**src/rtl/pipe_ctrl_pkg.sv**
```systemverilog
// Shared types and constants for the pipeline run/step/halt controller
// and its stage-enable sequencer.
package pipe_ctrl_pkg;

  typedef enum logic [2:0] {
    ST_IDLE   = 3'd0,
    ST_LAUNCH = 3'd1,
    ST_FILL   = 3'd2,
    ST_RUN    = 3'd3,
    ST_STOP   = 3'd4,
    ST_DRAIN  = 3'd5
  } state_t;

  typedef enum logic {
    MODE_RUN  = 1'b0,
    MODE_STEP = 1'b1
  } mode_t;

  localparam logic [1:0] CAUSE_RUNDROP  = 2'd0;
  localparam logic [1:0] CAUSE_STEPDONE = 2'd1;
  localparam logic [1:0] CAUSE_HALT     = 2'd2;
  localparam logic [1:0] CAUSE_BRK      = 2'd3;

  localparam logic [3:0] SEQ_EMPTY = 4'b0000;
  localparam logic [3:0] SEQ_FULL  = 4'b1111;

endpackage

```
**src/rtl/pipe_run_ctrl.sv**
```systemverilog
// Run/step/halt controller: turns debug commands into one-cycle start/stop
// requests for the stage-enable sequencer and reports how each run ended.
module pipe_run_ctrl
  import pipe_ctrl_pkg::*;
#(
  parameter int CNT_W  = 32,
  parameter int STEP_W = 8
) (
  input  logic              CLK,
  input  logic              RSTN,
  input  logic              run_req,
  input  logic              step_req,
  input  logic              halt_req,
  input  logic              brk_hit,
  input  logic [STEP_W-1:0] step_len,
  input  logic [3:0]        stage_q,
  output logic              start,
  output logic              stop,
  output logic              busy,
  output logic              running,
  output logic              done,
  output logic [1:0]        halt_cause,
  output logic [CNT_W-1:0]  cycle_cnt,
  output logic [2:0]        state_o
);

  localparam logic [STEP_W-1:0] STEP_ONE = STEP_W'(1);
  localparam logic [CNT_W-1:0]  CNT_ONE  = CNT_W'(1);

  state_t              r_state;
  state_t              w_state_next;
  mode_t               r_mode;
  logic                r_pend;
  logic [1:0]          r_pend_cause;
  logic [STEP_W-1:0]   r_rem;
  logic [CNT_W-1:0]    r_cycle_cnt;
  logic [1:0]          r_halt_cause;
  logic                r_done;

  logic                w_launch;
  logic                w_stop_cond;
  logic [1:0]          w_stop_cause;
  logic                w_fill_to_stop;
  logic [1:0]          w_fill_cause;
  logic                w_run_exit;
  logic [1:0]          w_run_cause;

  always_ff @(posedge CLK or negedge RSTN) begin
    if (!RSTN) r_state <= ST_IDLE;
    else       r_state <= w_state_next;
  end

  always_comb begin
    w_state_next   = r_state;
    w_launch       = 1'b0;
    w_stop_cond    = 1'b0;
    w_stop_cause   = CAUSE_RUNDROP;
    w_fill_to_stop = 1'b0;
    w_fill_cause   = CAUSE_RUNDROP;
    w_run_exit     = 1'b0;
    w_run_cause    = CAUSE_RUNDROP;

    // Halt conditions shared by the fill-pending path and the RUN exit path
    if (brk_hit) begin
      w_stop_cond  = 1'b1;
      w_stop_cause = CAUSE_BRK;
    end else if (halt_req) begin
      w_stop_cond  = 1'b1;
      w_stop_cause = CAUSE_HALT;
    end else if (r_mode == MODE_RUN && !run_req) begin
      w_stop_cond  = 1'b1;
      w_stop_cause = CAUSE_RUNDROP;
    end

    case (r_state)
      ST_IDLE: begin
        if (stage_q == SEQ_EMPTY && (step_req || run_req)) begin
          w_launch     = 1'b1;
          w_state_next = ST_LAUNCH;
        end
      end
      ST_LAUNCH: w_state_next = ST_FILL;
      ST_FILL: begin
        if (stage_q == SEQ_FULL) begin
          if (r_pend || w_stop_cond) begin
            w_fill_to_stop = 1'b1;
            w_fill_cause   = r_pend ? r_pend_cause : w_stop_cause;
            w_state_next   = ST_STOP;
          end else begin
            w_state_next = ST_RUN;
          end
        end
      end
      ST_RUN: begin
        if (brk_hit || halt_req) begin
          w_run_exit  = 1'b1;
          w_run_cause = w_stop_cause;
        end else if (r_mode == MODE_STEP && r_rem == STEP_ONE) begin
          w_run_exit  = 1'b1;
          w_run_cause = CAUSE_STEPDONE;
        end else if (r_mode == MODE_RUN && !run_req) begin
          w_run_exit  = 1'b1;
          w_run_cause = CAUSE_RUNDROP;
        end
        if (w_run_exit) w_state_next = ST_STOP;
      end
      ST_STOP: w_state_next = ST_DRAIN;
      ST_DRAIN: begin
        if (stage_q == SEQ_EMPTY) w_state_next = ST_IDLE;
      end
      default: w_state_next = ST_IDLE;
    endcase
  end

  always_ff @(posedge CLK or negedge RSTN) begin
    if (!RSTN) begin
      r_mode       <= MODE_RUN;
      r_pend       <= 1'b0;
      r_pend_cause <= CAUSE_RUNDROP;
      r_rem        <= '0;
      r_cycle_cnt  <= '0;
      r_halt_cause <= CAUSE_RUNDROP;
      r_done       <= 1'b0;
    end else begin
      r_done <= (r_state == ST_DRAIN) && (w_state_next == ST_IDLE);
      if (w_launch) begin
        r_mode       <= step_req ? MODE_STEP : MODE_RUN;
        r_rem        <= (step_len == '0) ? STEP_ONE : step_len;
        r_cycle_cnt  <= '0;
        r_halt_cause <= CAUSE_RUNDROP;
        r_pend       <= 1'b0;
        r_pend_cause <= CAUSE_RUNDROP;
      end
      // First halt condition seen while filling is remembered until FULL
      if ((r_state == ST_LAUNCH || r_state == ST_FILL) && w_stop_cond && !r_pend) begin
        r_pend       <= 1'b1;
        r_pend_cause <= w_stop_cause;
      end
      if (w_fill_to_stop) r_halt_cause <= w_fill_cause;
      if (r_state == ST_RUN) begin
        r_cycle_cnt <= r_cycle_cnt + CNT_ONE;
        if (w_run_exit)              r_halt_cause <= w_run_cause;
        else if (r_mode == MODE_STEP) r_rem       <= r_rem - STEP_ONE;
      end
    end
  end

  assign start      = (r_state == ST_LAUNCH);
  assign stop       = (r_state == ST_STOP);
  assign busy       = (r_state != ST_IDLE);
  assign running    = (r_state == ST_RUN);
  assign done       = r_done;
  assign halt_cause = r_halt_cause;
  assign cycle_cnt  = r_cycle_cnt;
  assign state_o    = r_state;

endmodule

```
**config.mk**
```make
export PLATFORM = sky130hd
export DESIGN_NAME = pipe_run_ctrl
export DESIGN_NICKNAME = d
export VERILOG_FILES = /design/src/rtl/pipe_ctrl_pkg.sv /design/src/rtl/pipe_run_ctrl.sv
export SDC_FILE = /design/constraint.sdc
export NUM_CORES = 1
export LEC_CHECK = 0
export CORE_MARGIN = 2
export CORE_UTILIZATION = 45
export CTS_CLUSTER_SIZE = 40
export DETAILED_ROUTE_END_ITERATION = 12
export PLACE_DENSITY = 0.72
export SLEW_MARGIN = 40
export SYNTH_ARGS = -nofsm -noshare
export SYNTH_HDL_FRONTEND = slang
export SYNTH_SLANG_ARGS = --single-unit
```
**constraint.sdc**
```tcl
create_clock -name CLK -period 6.1 [get_ports CLK]
set_input_delay 1.22 -clock CLK [delete_from_list [all_inputs] [get_ports CLK]]
set_output_delay 1.22 -clock CLK [all_outputs]
set_load 0.02 [all_outputs]
```
**Word-level counts from Yosys, hierarchy flattened**

Index checks and enable logic that the tools add are counted.

- Add/subtract/negate cells: 2
- Equality and inequality tests: 7
- Muxes and demuxes: 42
- Bitwise gates (word level): 1
- Reduce and logical (&&, ||, !) cells: 19

Operators by type and width:

| operator | count |
|---|---|
| $mux 32 | 2 |
| $mux 8 | 5 |
| $add 32x1->32 const B | 1 |
| $mux 2 | 13 |
| $pmux 3 s6 | 1 |
| $mux 1 | 16 |
| $mux 3 | 5 |
| $eq 8x1->1 const B | 1 |
| $logic_not 8->1 | 1 |
| $sub 8x1->8 const B | 1 |
| $eq 3x2->1 const B | 2 |
| $eq 3x3->1 const B | 2 |
| $logic_and 1x1->1 | 6 |
| $logic_not 3->1 | 2 |
| $eq 4x4->1 const B | 1 |
| $logic_not 4->1 | 1 |
| $logic_or 1x1->1 | 4 |
| $reduce_bool 2->1 | 2 |
| $eq 3x1->1 const B | 1 |
| $reduce_bool 3->1 | 1 |
| $logic_not 1->1 | 2 |
| $not 1->1 | 1 |

- Register bits after elaboration: 50
- Input bits: 18
- Output and inout port bits: 42

**Depth between registers and ports, before layout**

- Depth after elaboration: 12
- Gate-level depth with buffers: 7
- Gate-level depth less buffers: 6

**Worst setup path before layout**

OpenSTA, ideal clock, no wires.

- Path kind: input to register
- Start point: in halt_req
- End point: reg r_rem[5]
- Arrival: 2.569 ns
- Data required time: 5.977 ns
- Slack: 3.409 ns
- Cell stages on the path: 5
- Buffers on the path: 1
- Cells stage by stage: or2_1 > clkbuf_1 > a2111oi_4 > mux2_4 > o221a_2

- Longest elaborated chain between the ends: 6

Ends and longest elaborated chain:

| what | line | text |
|---|---|---|
| start: declaration | pipe_run_ctrl.sv:13 | `input logic halt_req,` |
| $logic_or 1x1->1 | pipe_run_ctrl.sv:95 | `if (brk_hit \|\| halt_req) begin` |
| $mux 1 | pipe_run_ctrl.sv:95 |  |
| $mux 1 (2 in series) | pipe_run_ctrl.sv:75 | `case (r_state)` |
| $mux 8 | pipe_run_ctrl.sv:142 | `if (w_run_exit) r_halt_cause <= w_run_cause;` |
| $mux 8 | pipe_run_ctrl.sv:140 | `if (r_state == ST_RUN) begin` |
| end signal: assignment | pipe_run_ctrl.sv:128 | `r_rem <= (step_len == '0) ? STEP_ONE : step_len;` |
| end signal: assignment | pipe_run_ctrl.sv:143 | `else if (r_mode == MODE_STEP) r_rem <= r_rem - STEP_ONE;` |
| end: declaration | pipe_run_ctrl.sv:35 | `logic [STEP_W-1:0] r_rem;` |

Every way passes these cells. The select of a mux whose other input is x is not followed.
A chain may end at the register's enable or synchronous reset.

**Final worst setup path**

- Start point: reg r_state[2], in the netlist state_o[2]
- End point: out running

- Longest elaborated chain between the ends: 1

Ends and longest elaborated chain:

| what | line | text |
|---|---|---|
| start: declaration | pipe_run_ctrl.sv:30 | `state_t r_state;` |
| start signal: assignment | pipe_run_ctrl.sv:50 | `else r_state <= w_state_next;` |
| $eq 3x2->1 | pipe_run_ctrl.sv:151 | `assign running = (r_state == ST_RUN);` |
| end: declaration | pipe_run_ctrl.sv:20 | `output logic running,` |

Every way passes these cells.

==> metrics.cfg <==
[route]
vias_per_cell=5.70
ant_nets=0
detail_route.iter0.violations=92
num_vias=2453
wl_um=6230
wl_per_cell_um=14.5
drt_drc_violations_left=0
first_pass_iters=4

[cts]
postCtsSetupRepairBufs=0
cts_hold_buf=0
numCtsBuffers=5
clock_sinks=50
cts_tree=yes
clockRootBuffer=clkbuf_8
clk_latency_ns=0.30
clk_path_buf_depth=2
cts_resized=0
clkSlewWorstSetupHoldPaths_ns=0.10
htree_levels=2

[synthesis]
synth_area_leaders=dfrtp_1 (43%), mux2i_1 (9.0%), nand2_1 (4.8%)
synth-edff-count=0
synth.most_common_cell=dfrtp_1
synth_commonest_cells=dfrtp_1 (50), nand2_1 (37), mux2i_1 (26), nand3_1 (19), nand4_1 (19)
ys_ff_latch=50
async_reset_ff_frac=1.00
syn-num-nets=318
yosys.area.top_type_share=0.431
syn_area_um2=2900
yosysWarnings=0
yosysTopAreaCell=dfrtp_1
synth_flop_cell=dfrtp_1
synthDistinctLibCells=57
post_synth_inst_count=297
yosysSeqAreaShare=0.431
syn_area_per_cell_um2=9.77

[power]
leakage_nw=1.64
comb_power_share=0.441
switchingPower_w=0.000690
power_density_nw_per_um2=448
pwr-share-seq=0.430
internal_power_w=0.000942
clkPwrFrac=0.129
peakVddDrop_uv=233
switching_share=0.423

[worst_setup_path]
cp-start-kind=register
crit_path_cell_trace=nand3b_4, clkinv_1, clkdlybuf4s50_1
path_buf_inv=2
crit_slowest_cell=clkdlybuf4s50_1
slowest_delay_ns=0.69
crit_fanout=17
path_class=register to primary output
required_ns=4.88
cp-end-kind=primary output
crit_family=buffers and inverters
cp.arrival_ns=2.30

[timing]
finalMaxSlewViolations=0
finalCritPeriodShare=0.577
rsz0062_at_grt=false
fin_tns_setup_ns=0
tightest_slew_ns=0.712
finClkSkew_ns=0.00914
hold_slack_ns=0.504
max_slew_margin=0.522
fmax_ghz=0.284
min_period_ns=3.52
finalHoldViolCount=0
setup_violations=0

[global_routing]
grt_usage=0.179
grt_pass1_wl_um=10700
grt_max_degree=51
grt_pass1_vias=2269
antenna_found_initial=0
grt_overflow=0

[placement]
place.gp.congestion=0.795
portBuffers=59
place_hpwl_um=4340
dpl.cell_count=422

[layout]
nets=373
syn2layout_area_growth_pct=25.7
antenna_cells=0
fill_cells=550
drive_gt1_frac=0.0822
finalNonFillerCells=430

[die]
fp.dieH_um=84.3
core_um2=6280
fp.dieW_um=84.3
die-area_um2=7100
row_count=29
start_util=0.462
ios=60

[worst_hold_path]
hp-class=register to register

[run]
maxCapViolations=0

[outcome]
status=completed

[stage by stage]
step           worst slack (ns)  utilization  power, W  cell area, um2
2_1_floorplan              3.41            -   0.00108            2900
3_3_place_gp               2.28        0.561   0.00141            3520
3_5_place_dp               2.62        0.565   0.00143            3540
4_1_cts                    2.56        0.581   0.00164            3640
5_1_grt                    2.44        0.581   0.00175            3640
6_report                   2.58        0.581   0.00163            3640
[metal layers]
metal / track usage / vias up / wire, um / part of all wire
li1: - / 1213 / - / -
met1: 0.247 / 1187 / 2970 / 0.48
met2: 0.298 / 51 / 2980 / 0.48
met3: 0.0324 / 2 / 251 / 0.040
met4: 0.0352 / 0 / 22 / 0.0035
met5: 0 / - / 0 / 0
[cell families (layout without fill, tap and decap cells)]
| group | after synthesis | in the layout | share of synthesized area |
|---|---|---|---|
| compound gates | 55 | 55 | 0.136 |
| xor+xnor | 1 | 1 | 0.00302 |
| fa+ha+maj | 3 | 3 | 0.0129 |
| buf+inv | 27 | 83 | 0.0423 |
| flops | 50 | 50 | 0.431 |
| mux | 31 | 31 | 0.110 |
| simple gates | 130 | 130 | 0.264 |
[placed cells by master, fill, tap and decap left out, drive strengths merged, types with 3 or more instances in the layout]
cell type and instances:
o22ai 3, buf 3, nand4 19, nor3 4, a21oi 11, a22o 3, mux2i 26, ha 3
a31oi 4, nand2 37, clkinv 3, and2 3, o31ai 3, o21a 3, o21ai 15, nor4 7
clkbuf 6, nor2 14, inv 13, nand3 19, dfrtp 50, clkdlybuf4s50 58, and4 6, mux2 5
and3 8
[state kept, by name, indices dropped and copies added, names as in the netlist]
name / cells
r_pend_cause: 2
halt_cause: 2
r_pend: 1
state_o: 3
r_mode: 1
done: 1
r_rem: 8
cycle_cnt: 32
[layout make-up]
class / count / area (um2) / area share
Tap cell: 77 / 96.3 / 0.0264
Multi-Input combinational cell: 220 / 1540 / 0.423
Inverter: 14 / 52.6 / 0.0144
Sequential cell: 50 / 1250 / 0.343
Clock buffer: 6 / 82.6 / 0.0227
Timing Repair Buffer: 61 / 604 / 0.166
Clock inverter: 2 / 17.5 / 0.00481
[final timing paths]
path                                                 from                        end  slack, ns  cells past startpoint
min in group asynchronous                            RSTN  cycle_cnt[30]$_DFFE_PN0P_       1.01                      2
max in group asynchronous                            RSTN         r_rem[2]$_DFF_PN0_       4.66                      2
worst max-delay path                 state_o[2]$_DFF_PN0_                    running       2.58                      3
worst min register to register  cycle_cnt[27]$_DFFE_PN0P_  cycle_cnt[27]$_DFFE_PN0P_       0.50                      1
worst max register to register         r_rem[1]$_DFF_PN0_         r_rem[5]$_DFF_PN0_       3.80                      7
worst min-delay path            cycle_cnt[27]$_DFFE_PN0P_  cycle_cnt[27]$_DFFE_PN0P_       0.50                      1
[power groups by stage]
stage	Sequential, W	Combinational, W	Clock, W
floorplan	0.000795	0.000281	0
global placement	0.000700	0.000713	0
detailed placement	0.000705	0.000727	0
CTS	0.000700	0.000728	0.000215
global route	0.000738	0.000786	0.000229
finish	0.000701	0.000720	0.000211
No activity file was read; power rests on OpenSTA's default activity.
